## src/rtl/fetch_arbiter_ctrl.sv

```systemverilog
// Round-robin arbiter that hands the shared fetch unit to weight, bias or input-buffer requesters.
// Optional WAIT watchdog is compiled in with `define FETCH_TIMEOUT_EN.
module fetch_arbiter_ctrl #(
  parameter int unsigned RST_CYCLES     = 2,
  parameter int unsigned TIMEOUT_CYCLES = 65535
) (
  input  logic       clk,
  input  logic       rst_n,
  input  logic [2:0] req,
  input  logic [2:0] tiles_ctrl,
  output logic [2:0] grant,
  output logic [2:0] done,
  output logic [2:0] Buffer_Select,
  output logic       Tiles_Control,
  output logic       reset_addr_counter,
  output logic       start_fetch,
  input  logic       fetch_done,
  output logic       timeout_err
);

  typedef enum logic [2:0] {
    IDLE  = 3'd0,
    CLR   = 3'd1,
    START = 3'd2,
    WAIT  = 3'd3,
    DONE  = 3'd4
  } state_t;

  localparam logic [3:0] CLR_LAST = 4'(RST_CYCLES - 1);

  state_t     state;
  state_t     next_state;
  logic [3:0] clr_cnt;
  logic [1:0] rr_ptr;
  logic [1:0] winner;
  logic [1:0] pick;
  logic       wait_expired;
  logic       take_grant;

  logic [2:0] grant_d;
  logic [2:0] done_d;
  logic [2:0] buf_sel_d;
  logic       tiles_d;
  logic       rac_d;
  logic       start_d;

  function automatic logic [2:0] onehot(input logic [1:0] idx);
    return 3'b001 << idx;
  endfunction

  assign take_grant = (state == IDLE) && (req != 3'b000);

  // NOTE: sequential state uses non-blocking assignments so every flop samples pre-edge values.
  always_ff @(posedge clk or negedge rst_n) begin
    if (!rst_n) begin
      state <= IDLE;
    end else begin
      state <= next_state;
    end
  end

  // NOTE: every always_comb output gets a default first, so no path can infer a latch.
  always_comb begin
    next_state = state;
    case (state)
      IDLE:    if (req != 3'b000) next_state = CLR;
      CLR:     if (clr_cnt == CLR_LAST) next_state = START;
      START:   next_state = WAIT;
      WAIT:    if (fetch_done || wait_expired) next_state = DONE;
      DONE:    next_state = IDLE;
      default: next_state = IDLE;
    endcase
  end

  // Rotating priority: first asserted requester at or after rr_ptr.
  always_comb begin
    case (rr_ptr)
      2'd1:    pick = req[1] ? 2'd1 : (req[2] ? 2'd2 : 2'd0);
      2'd2:    pick = req[2] ? 2'd2 : (req[0] ? 2'd0 : 2'd1);
      default: pick = req[0] ? 2'd0 : (req[1] ? 2'd1 : 2'd2);
    endcase
  end

  // Strobes follow the state one cycle later, which yields the RST_CYCLES+1 grant-to-start latency.
  always_comb begin
    grant_d   = grant;
    buf_sel_d = Buffer_Select;
    tiles_d   = Tiles_Control;
    done_d    = 3'b000;
    rac_d     = (state == CLR);
    start_d   = (state == START);
    case (state)
      IDLE: begin
        if (req != 3'b000) begin
          grant_d   = onehot(pick);
          buf_sel_d = {1'b0, pick};
          tiles_d   = tiles_ctrl[pick];
        end
      end
      DONE: begin
        grant_d = 3'b000;
        done_d  = onehot(winner);
      end
      default: ;
    endcase
  end

  // NOTE: every register here is control state, so all of them take the asynchronous reset.
  always_ff @(posedge clk or negedge rst_n) begin
    if (!rst_n) begin
      grant              <= 3'b000;
      done               <= 3'b000;
      Buffer_Select      <= 3'b000;
      Tiles_Control      <= 1'b0;
      reset_addr_counter <= 1'b0;
      start_fetch        <= 1'b0;
      winner             <= 2'd0;
      rr_ptr             <= 2'd0;
      clr_cnt            <= 4'd0;
    end else begin
      grant              <= grant_d;
      done               <= done_d;
      Buffer_Select      <= buf_sel_d;
      Tiles_Control      <= tiles_d;
      reset_addr_counter <= rac_d;
      start_fetch        <= start_d;
      clr_cnt            <= (state == CLR) ? clr_cnt + 4'd1 : 4'd0;
      if (take_grant) begin
        winner <= pick;
      end
      if (state == DONE) begin
        rr_ptr <= (winner == 2'd2) ? 2'd0 : winner + 2'd1;
      end
    end
  end

`ifdef FETCH_TIMEOUT_EN
  localparam logic [15:0] WAIT_LAST = 16'(TIMEOUT_CYCLES - 1);

  logic [15:0] wait_cnt;

  assign wait_expired = (state == WAIT) && !fetch_done && (wait_cnt == WAIT_LAST);

  // The flag stays set through DONE and IDLE so software can see it until the next grant.
  always_ff @(posedge clk or negedge rst_n) begin
    if (!rst_n) begin
      wait_cnt    <= 16'd0;
      timeout_err <= 1'b0;
    end else begin
      wait_cnt <= (state == WAIT) ? wait_cnt + 16'd1 : 16'd0;
      if (wait_expired) begin
        timeout_err <= 1'b1;
      end else if (take_grant) begin
        timeout_err <= 1'b0;
      end
    end
  end
`else
  assign wait_expired = 1'b0;

  // Without the watchdog TIMEOUT_CYCLES has no effect; legal values are always non-zero.
  if (TIMEOUT_CYCLES != 0) begin : g_no_watchdog
    assign timeout_err = 1'b0;
  end
`endif

endmodule

```

## config.mk

```make
export PLATFORM = sky130hd
export DESIGN_NAME = fetch_arbiter_ctrl
export DESIGN_NICKNAME = d
export VERILOG_FILES = /design/src/rtl/fetch_arbiter_ctrl.sv
export SDC_FILE = /design/constraint.sdc
export NUM_CORES = 1
export LEC_CHECK = 0
export CORE_MARGIN = 5
export CORE_UTILIZATION = 45
export CTS_CLUSTER_DIAMETER = 100
export CTS_CLUSTER_SIZE = 30
export DETAILED_ROUTE_END_ITERATION = 8
export PLACE_DENSITY = 0.73
export SLEW_MARGIN = 20
export SYNTH_ARGS = -nofsm -noshare
export SYNTH_HDL_FRONTEND = slang
export SYNTH_SLANG_ARGS = --single-unit
```

## constraint.sdc

```tcl
create_clock -name clk -period 4.22 [get_ports clk]
set_clock_uncertainty 0.2 [all_clocks]
set_input_delay 0.844 -clock clk [delete_from_list [all_inputs] [get_ports clk]]
set_output_delay 0.844 -clock clk [all_outputs]
set_load 0.01 [all_outputs]
```

# After elaboration in Yosys (flattened, before gate mapping)
# Index checks and enable logic that the tools add are counted.
dict set report totals {
  in_bits 9
  elab_cells 51
  register_bits 22
  output_inout_bits 13
}
dict set report op_classes {
  n_reduce_logical 7
  mux 18
  n_eq_ne 11
  addsub 2
  n_shift 2
  n_lt_le_gt_ge 1
}
# cell count
set op_table {}
lappend op_table {{3-bit two-way mux} 5}
lappend op_table {{2-bit two-way mux} 6}
lappend op_table {{3-bit case mux with 4 select lines} 1}
lappend op_table {{3-bit by 2-bit equality test with 1-bit output (second input constant)} 2}
lappend op_table {{3-bit case mux with 2 select lines} 1}
lappend op_table {{1-bit by 2-bit left shift with 3-bit output (first input constant)} 2}
lappend op_table {{4-bit by 1-bit adder with 4-bit output (second input constant)} 1}
lappend op_table {{2-bit equality test (second input constant)} 2}
lappend op_table {{4-bit by 1-bit equality test with 1-bit output (second input constant)} 1}
lappend op_table {{4-bit two-way mux} 1}
lappend op_table {{2-bit by 1-bit inequality test with 1-bit output (second input constant)} 2}
lappend op_table {{2-bit case mux with 2 select lines} 1}
lappend op_table {{2-bit AND reduction} 2}
lappend op_table {{3-bit by 1-bit equality test with 1-bit output (second input constant)} 1}
lappend op_table {{3-bit equality test (second input constant)} 1}
lappend op_table {{3-bit zero test} 1}
lappend op_table {{2-bit by 3-bit < comparator with 1-bit output (second input constant)} 1}
lappend op_table {{3-bit AND reduction} 1}
lappend op_table {{3-bit nonzero test} 1}
lappend op_table {{2-bit by 1-bit adder with 2-bit output (second input constant)} 1}
lappend op_table {{1-bit binary-select mux with 2-bit select} 1}
lappend op_table {{2-bit by 1-bit equality test with 1-bit output (second input constant)} 1}
lappend op_table {{1-bit two-way mux} 2}
lappend op_table {{2-bit inequality test (second input constant)} 1}
lappend op_table {{2 further kinds} 2}

# Logic depth before layout (Yosys ltp)
# Gate-level depths: netlist (run 1).
dict set report logic_depth {
  depth_word 6
  depth_mapped 6
  mapped_depth_nobuf 6
}

# Worst setup path after synthesis (run 1)
# OpenSTA, ideal clock, no wires.
dict set report synth_path {
  kind {input -> register}
  start {input port req[0]}
  end {register Tiles_Control}
  arrival_time_ns 1.936
  setup_slack_ns 2.003
  stages 3
  n_path_buf 0
  cell_sequence {or4b_1 > a2111o_1 > o211ai_2}
}
dict set report synth_between {
  elab_chain_cells 5
  elab_cells_between_ends 8
  classes_between {mux: 6; reduce/logical: 2}
}
# element line_no
set synth_lines {}
lappend synth_lines {{start: declaration} 9} ;# input logic [2:0] req,
lappend synth_lines {{1-bit two-way mux} 79} ;# 2'd2: pick = req[2] ? 2'd2 : (req[0] ? 2'd0 : 2'd1);
lappend synth_lines {{2-bit two-way mux} 79}
lappend synth_lines {{2-bit case mux with 2 select lines} 77} ;# case (rr_ptr)
lappend synth_lines {{1-bit binary-select mux with 2-bit select} 97} ;# tiles_d = tiles_ctrl[pick];
lappend synth_lines {{1-bit two-way mux (implied by the code)} 97}
lappend synth_lines {{end signal: assignment} 124} ;# Tiles_Control <= tiles_d;
lappend synth_lines {{end: declaration} 14} ;# output logic Tiles_Control,
# Parallel ways exist; a longest one is shown, timed or not. The select of a mux whose other input is x is not followed.
# A chain may end at the register's enable or synchronous reset.

# Worst setup path after layout (run 1)
dict set report layout_path {
  start {input port req[1]}
  end {register Tiles_Control}
}
dict set report layout_between {
  elab_chain_cells 5
  elab_cells_between_ends 8
  classes_between {mux: 6; reduce/logical: 2}
}
# element line_no
set layout_lines {}
lappend layout_lines {{2-bit two-way mux (2 in series)} 80} ;# default: pick = req[0] ? 2'd0 : (req[1] ? 2'd1 : 2'd2);
lappend layout_lines {{2-bit case mux with 2 select lines} 77}
lappend layout_lines {{1-bit binary-select mux with 2-bit select} 97}
lappend layout_lines {{1-bit two-way mux (implied by the code)} 97}
# Parallel ways exist; a longest one is shown, timed or not. The select of a mux whose other input is x is not followed.

==> flow_summary_export.csv, run 1 <==
group,metric,value,unit
grt,gr-usage-all-layers,0.1205,
yosys,ys.warnings.count,0,
critical_path,timing.critical_path.max_delay_family,"simple AND/OR/NAND/NOR gates",
final_layout,area_growth,25.29,%
yosys,postSynth.asyncResetShare,1.000,
power_and_ir_drop,p_leak,0.0005626,uW
power_and_ir_drop,internal-power,522.6,uW
final_layout,fillerInstances,171,
floorplanning,rows,16,
sta,fmaxAchievable,405.2,MHz
grt,grt_antenna_before_repair,0,
drt,vias,702,
critical_path,criticalPathCategory,"primary input to register",
power_and_ir_drop,power_frac_comb,0.406,
run,drv_cap,0,
final_layout,diodes,0,
sta,post-route-min-period,2.468,ns
cts,cts_setup_buffers,0,
final_layout,finish.net_count,124,
yosys,syn_inst,91,
grt,globalRouteOverflowTotal,0,
cts,post_cts.resized_instances,0,
cts,clk_path_buf_depth,2,
critical_path,path_buf_inv,1,
placed_design,post-dp-hpwl,1295,microns
sta,number_of_endpoints_with_negative_hold_slack_in_the_final_report,0,
grt,first_pass_grt_wire_length,2994,microns
critical_path,worstPathMaxFanout,8,
power_and_ir_drop,power_share_of_the_clock_group,0.196,
yosys,per_instance_average_area_after_synthesis,10.60,sq um
power_and_ir_drop,ir_drop,0.4207,mV
yosys,yosys-top-cells-area,"dfrtp_1 (52%), ha_1 (5.2%), nand2_1 (3.5%)",
sta,grt_setup_unrepaired,"no",
floorplanning,fp.coreArea,2002,sq um
drt,postRouteAntennaNets,0,
cts,clk_pin_slew,0.12,ns
yosys,synth_area_leader_cell,"dfrtp_1",
critical_path,critical_path.cell_chain,"clkdlybuf4s50_1, nor3_1, or4_1, a2111o_1, o211ai_2",
grt,first_global_vias,689,
sta,finalSetupViolations,0,
yosys,synth_ff_type,"dfrtp_1",
drt,wl,1737,microns
sta,timing.slew.headroom,0.4160,
yosys,ys_ff_latch,20,
sta,setup-tns-final,0,ns
critical_path,critPathRequiredTime,4.24,ns
sta,timing.final.max_slew_violations,0,
placed_design,port_buffers,19,
sta,worstMarginPinSlew,0.8733,ns
cts,htree_num_levels,1,
grt,grt_max_degree,21,
critical_path,worst_ep_arrival_time,2.49,ns
yosys,synth_top_area_share,0.5188,
min_path,worst_hold_path_type,"register to register",
floorplanning,floorplan_die_height,56.30,microns
critical_path,timing.critical_path.to_type,"register",
placed_design,place.gp.congestion,0.7615,
drt,drtIter0Drc,13,
yosys,synthDistinctLibCells,36,
cts,cts_buffers,3,
floorplanning,initial_utilization,0.4819,
power_and_ir_drop,p_per_area,650.8,nW/um^2
yosys,synth-seq-area-share,0.5188,
power_and_ir_drop,power.share.switching,0.3355,
cts,postCtsHoldBufs,0,
sta,final_min_period_over_clock_period,0.5848,
power_and_ir_drop,power_frac_seq,0.399,
critical_path,crit_path_max_incr_delay,0.55,ns
cts,clock_sinks,20,
yosys,synthesis.area,964.7,sq um
drt,routed_via_density,5.124,
final_layout,layout-drive-gt1-share,0.08182,
drt,first_pass_iters,4,
drt,detail_route.wl_per_cell,12.68,microns
power_and_ir_drop,design_power_total,786.5,uW
floorplanning,die-width,56.30,microns
critical_path,startpoint_type,"primary input",
power_and_ir_drop,p_switching,263.9,uW
cts,clk_latency,0.30,ns
floorplanning,die_area,3170,sq um
cts,cts_root_buf,"clkbuf_4",
drt,drc,0,
floorplanning,ioPinCount,22,
run_status,outcome,"complete, no violations",
yosys,post_synth_edffs,0,
critical_path,cell_with_the_largest_stage_delay_on_the_worst_path,"or4_1",
cts,tritoncts,"yes",
==> path summary, 6_finish.rpt <==
path | slack [ns] | cells after the start | startpoint | to
setup / recovery | 1.75 | 5 | req[1] | Tiles_Control
hold / removal | 0.30 | 1 | clr_cnt[0] | clr_cnt[0]
setup reg to reg | 2.06 | 5 | rr_ptr[0] | Tiles_Control
hold reg to reg | 0.30 | 1 | clr_cnt[0] | clr_cnt[0]
max in group asynchronous | 2.45 | 1 | rst_n | Tiles_Control
min in group asynchronous | 0.83 | 1 | rst_n | winner[1]
==> metrics by stage <==
step | hold slack, ns | instance area [sq um] | std cells | setup WS (ns) | util
final | 0.3011 | 1209 | 137 | 1.752 | 0.6038
after global routing | 0.3334 | 1209 | 137 | 1.695 | 0.6038
after CTS | 0.3034 | 1209 | 137 | 1.761 | 0.6038
after detailed placement | 0.2868 | 1156 | 133 | 1.462 | 0.5775
after global placement | 0.2785 | 1156 | 133 | 1.491 | 0.5775
after floorplan | 0.2578 | 968.4 | 92 | 2.003 | -
==> Yosys cell counts (2+ instances only) <==
cell type and count:
o21ai_0 2, nand2_1 9, nor2b_1 2, a21boi_0 2, nor3b_1 4, nor2_1 8, nand3_1 3, inv_1 6
nor3_1 2, dfrtp_1 20, ha_1 4, a21o_1 2, o21a_1 2, buf_2 2, buf_4 2
==> worst reg2reg max path, stage by stage (launching register included) <==
cell,delay [ns]
dfrtp_1,0.39
inv_1,0.05
ha_1,0.34
or4b_1,0.58
a2111o_1,0.46
o211ai_2,0.07
==> registers in the layout, indices dropped and copies added, names as in the netlist <==
signal / cells
winner: 2
done: 3
rr_ptr: 2
reset_addr_counter: 1
clr_cnt: 4
start_fetch: 1
state: 3
Tiles_Control: 1
grant: 3
==> power groups by stage <==
| stage | logic, uW | registers, uW | clock network, uW |
|---|---|---|---|
| floorplan | 208 | 320 | 0 |
| global placement | 314 | 316 | 0 |
| detailed placement | 318 | 318 | 0 |
| CTS | 322 | 313 | 158 |
| global route | 355 | 327 | 168 |
| finish | 319 | 314 | 154 |
==> per-layer routing <==
metal  global-route usage  part of all wire  vias up
met3              0.03211             0.054        2
met1               0.1582              0.48      331
met2               0.1870              0.46       18
li1                     -                 -      351
met4              0.05085            0.0069        0
met5                    0                 0        -
==> layout by cell type, fill, tap and decap left out, types with 3 or more instances in the layout <==
cell and count:
nor3b_1 4, inv_1 6, dfrtp_1 20, nand3_1 3
ha_1 4, clkdlybuf4s50_1 19, clkbuf_4 3, nand2_1 9
nor2_1 8
==> area by class of cell <==
type	count	area, sq um	share of cell area
clock buffer	3	22.52	0.01863
clock inverter	1	30.03	0.02484
inverter	6	22.52	0.01863
multi-input combinational	61	409.1	0.3385
sequential	20	500.5	0.4141
tap	27	33.78	0.02795
timing repair buffer	19	190.2	0.1573
==> logic make-up (layout without fill, tap and decap cells) <==
family	Yosys count	count (layout)	share of synthesized area
simple gates	36	36	0.2036
flops	20	20	0.5188
compound gates	16	16	0.1323
buf+inv	11	29	0.06095
fa+ha+maj	4	4	0.05188
xor+xnor	2	2	0.01816
other cells	1	2	0.003887
mux	1	1	0.01038
Power figures use the tool's default switching activity.
==> run 2: changes to the inputs <==
clock period = 2.5 ns   (was 4.22 ns; I/O delays follow)
==> run 2 against run 1 <==
Effect of this change:
- via count increased by 0.57%
- worst setup slack got worse by 1.4 ns
- flip-flop and latch count unchanged
- die area unchanged
- sequential share of layout area decreased by 0.76 points
- core utilization increased by 1.1 points
- design area increased by 1.9%
- routed wire length increased by 4.5%
- register-to-register slack got worse by 1.7 ns
- critical path type is now register to register
==> flow_summary_export.csv, run 2 (synthesized netlist as in run 1, its figures left out) <==
group,metric,value,unit
run_status,outcome,"complete, no violations",
min_path,worst_hold_path.endpoint,"Tiles_Control",
sta,finalSetupViolations,0,
floorplanning,die-width,56.30,microns
sta,timing.slew.headroom,0.6562,
placed_design,dp_slack,0.1225,ns
critical_path,timing.critical_path.to_type,"register",
sta,hold_slack,0.3149,ns
grt,globalRouteOverflowTotal,0,
sta,timing.final.max_slew_violations,0,
sta,worstMarginPinSlew,0.5103,ns
cts,postCtsHoldBufs,0,
power_and_ir_drop,power_frac_comb,0.415,
critical_path,startpoint_type,"register",
grt,most_used_layer_global_route,"met2",
power_and_ir_drop,p_per_area,1109,nW/um^2
grt,use_met1,0.1592,
critical_path,crit_path_max_incr_delay,0.57,ns
floorplanning,fp.coreArea,2002,sq um
grt,gr-usage-all-layers,0.1266,
final_layout,finish.net_count,127,
critical_path,worst-r2r-cell-count,5,
sta,post-route-min-period,2.169,ns
drt,drtIter0Drc,4,
critical_path,timing.rr.start,"rr_ptr[0]",
grt,first_pass_grt_wire_length,3132,microns
placed_design,port_buffers,19,
cts,post_cts.resized_instances,0,
critical_path,worst_ep_arrival_time,2.21,ns
floorplanning,die_area,3170,sq um
cts,clock_sinks,20,
final_layout,largest_register,"clr_cnt",
final_layout,layout_common_cells,"dfrtp_1 (20), clkdlybuf4s50_1 (19), nand2_1 (9), nor2_1 (8), inv_1 (6)",
sta,fmaxAchievable,461.0,MHz
placed_design,place.gp.congestion,0.8610,
grt,grt_max_degree,21,
drt,drc,0,
final_layout,largest_reg_flops,4,
power_and_ir_drop,internal-power,901.5,uW
drt,detail_route.wl_per_cell,12.96,microns
critical_path,critical_path.cell_chain,"inv_1, ha_1, or4b_1, a2111o_1, o211ai_2",
critical_path,rrSetupSlack,0.33,ns
final_layout,area_growth,27.63,%
drt,first_pass_iters,4,
cts,clk_latency,0.31,ns
power_and_ir_drop,power_frac_seq,0.391,
sta,grt_setup_unrepaired,"no",
cts,cts_buffers,3,
power_and_ir_drop,power_share_of_the_clock_group,0.194,
cts,cts_root_buf,"clkbuf_4",
min_path,worst_hold_path_type,"register to register",
final_layout,layout-drive-gt1-share,0.1062,
grt,grtUsageMet3,0.03211,
cts,htree_num_levels,1,
min_path,origin_of_the_worst_min_delay_path,"Tiles_Control",
floorplanning,floorplan_die_height,56.30,microns
final_layout,layout_commonest_cell,"dfrtp_1",
cts,clk_pin_slew,0.11,ns
floorplanning,ioPinCount,22,
power_and_ir_drop,p_switching,463.7,uW
critical_path,criticalPathCategory,"register to register",
final_layout,design_area,1231,sq um
power_and_ir_drop,p_leak,0.0005771,uW
drt,vias,706,
floorplanning,initial_utilization,0.4819,
drt,postRouteAntennaNets,0,
critical_path,cell_with_the_largest_stage_delay_on_the_worst_path,"or4b_1",
sta,number_of_endpoints_with_negative_hold_slack_in_the_final_report,0,
power_and_ir_drop,ir_drop,0.6751,mV
sta,postLayoutSetupSlackWorst,0.3306,ns
min_path,hold_path_depth,2,
critical_path,critPathRequiredTime,2.54,ns
critical_path,r2r_end,"Tiles_Control",
final_layout,utilization,0.6150,
power_and_ir_drop,power.share.switching,0.3396,
sta,final_min_period_over_clock_period,0.8677,
placed_design,postPlaceCellArea,1179,sq um
run,drv_cap,0,
grt,use_met2,0.1920,
final_layout,diodes,0,
final_layout,final-seq-area,500.5,sq um
final_layout,fillerInstances,184,
cts,cts_setup_buffers,0,
placed_design,post-dp-hpwl,1421,microns
drt,wl,1815,microns
floorplanning,rows,16,
final_layout,multi_input_area,409.1,sq um
grt,first_global_vias,735,
critical_path,worstPathMaxFanout,5,
grt,grt_antenna_before_repair,0,
cts,clk_path_buf_depth,2,
sta,setup-tns-final,0,ns
drt,routed_via_density,5.043,
cts,tritoncts,"yes",
## run 2: cell count changes in the layout (fill, tap and decap cells not counted), sizes merged
| cell | change |
|---|---|
| buf | +3 |
## run 2: per-stage QoR
step	power [uW]	instances
finish	1365	140
global route	1466	140
CTS	1379	140
detailed placement	1113	136
global placement	1089	136
floorplan	891.2	92
## run 2: routing by layer
metal / vias up / wire length, microns
li1: 356 / -
met1: 330 / 865
met2: 16 / 825
met3: 4 / 84
met4: 0 / 39
met5: - / 0
## run 2: worst max path at each step
stage               depth (start not counted)  slack (ns)             to       from
floorplan                                   5        0.47  Tiles_Control  rr_ptr[0]
global placement                            4        0.15  Tiles_Control     req[0]
detailed placement                          4        0.12  Tiles_Control     req[2]
CTS                                         5        0.33  Tiles_Control  rr_ptr[0]
global route                                6        0.15       grant[2]  rr_ptr[0]
finish                                      5        0.33  Tiles_Control  rr_ptr[0]
## run 2: power by group through the flow
stage	registers [uW]	logic, uW	clock network, uW
floorplan	540	351	0
global route	550	631	285
detailed placement	540	573	0
finish	533	567	265
CTS	533	577	269
global placement	535	555	0
## run 2: area by class of cell
| class | count | share of cell area |
|---|---|---|
| repair buffers | 22 | 0.1728 |
| clock buffers | 3 | 0.01829 |
| well taps | 27 | 0.02744 |
| flip-flops and latches | 20 | 0.4065 |
| multi-input cells | 61 | 0.3323 |
| clock inverters | 1 | 0.02439 |
| inverters | 6 | 0.01829 |
## run 2: worst max-delay path, delay by kind of cell (launching register included)
family | cells | cell delay (ns)
AOI/OAI and AO/OA | 2 | 0.54
adders and majority gates | 1 | 0.34
buffers and inverters | 1 | 0.06
DFF | 1 | 0.40
and+or+nand+nor | 1 | 0.57
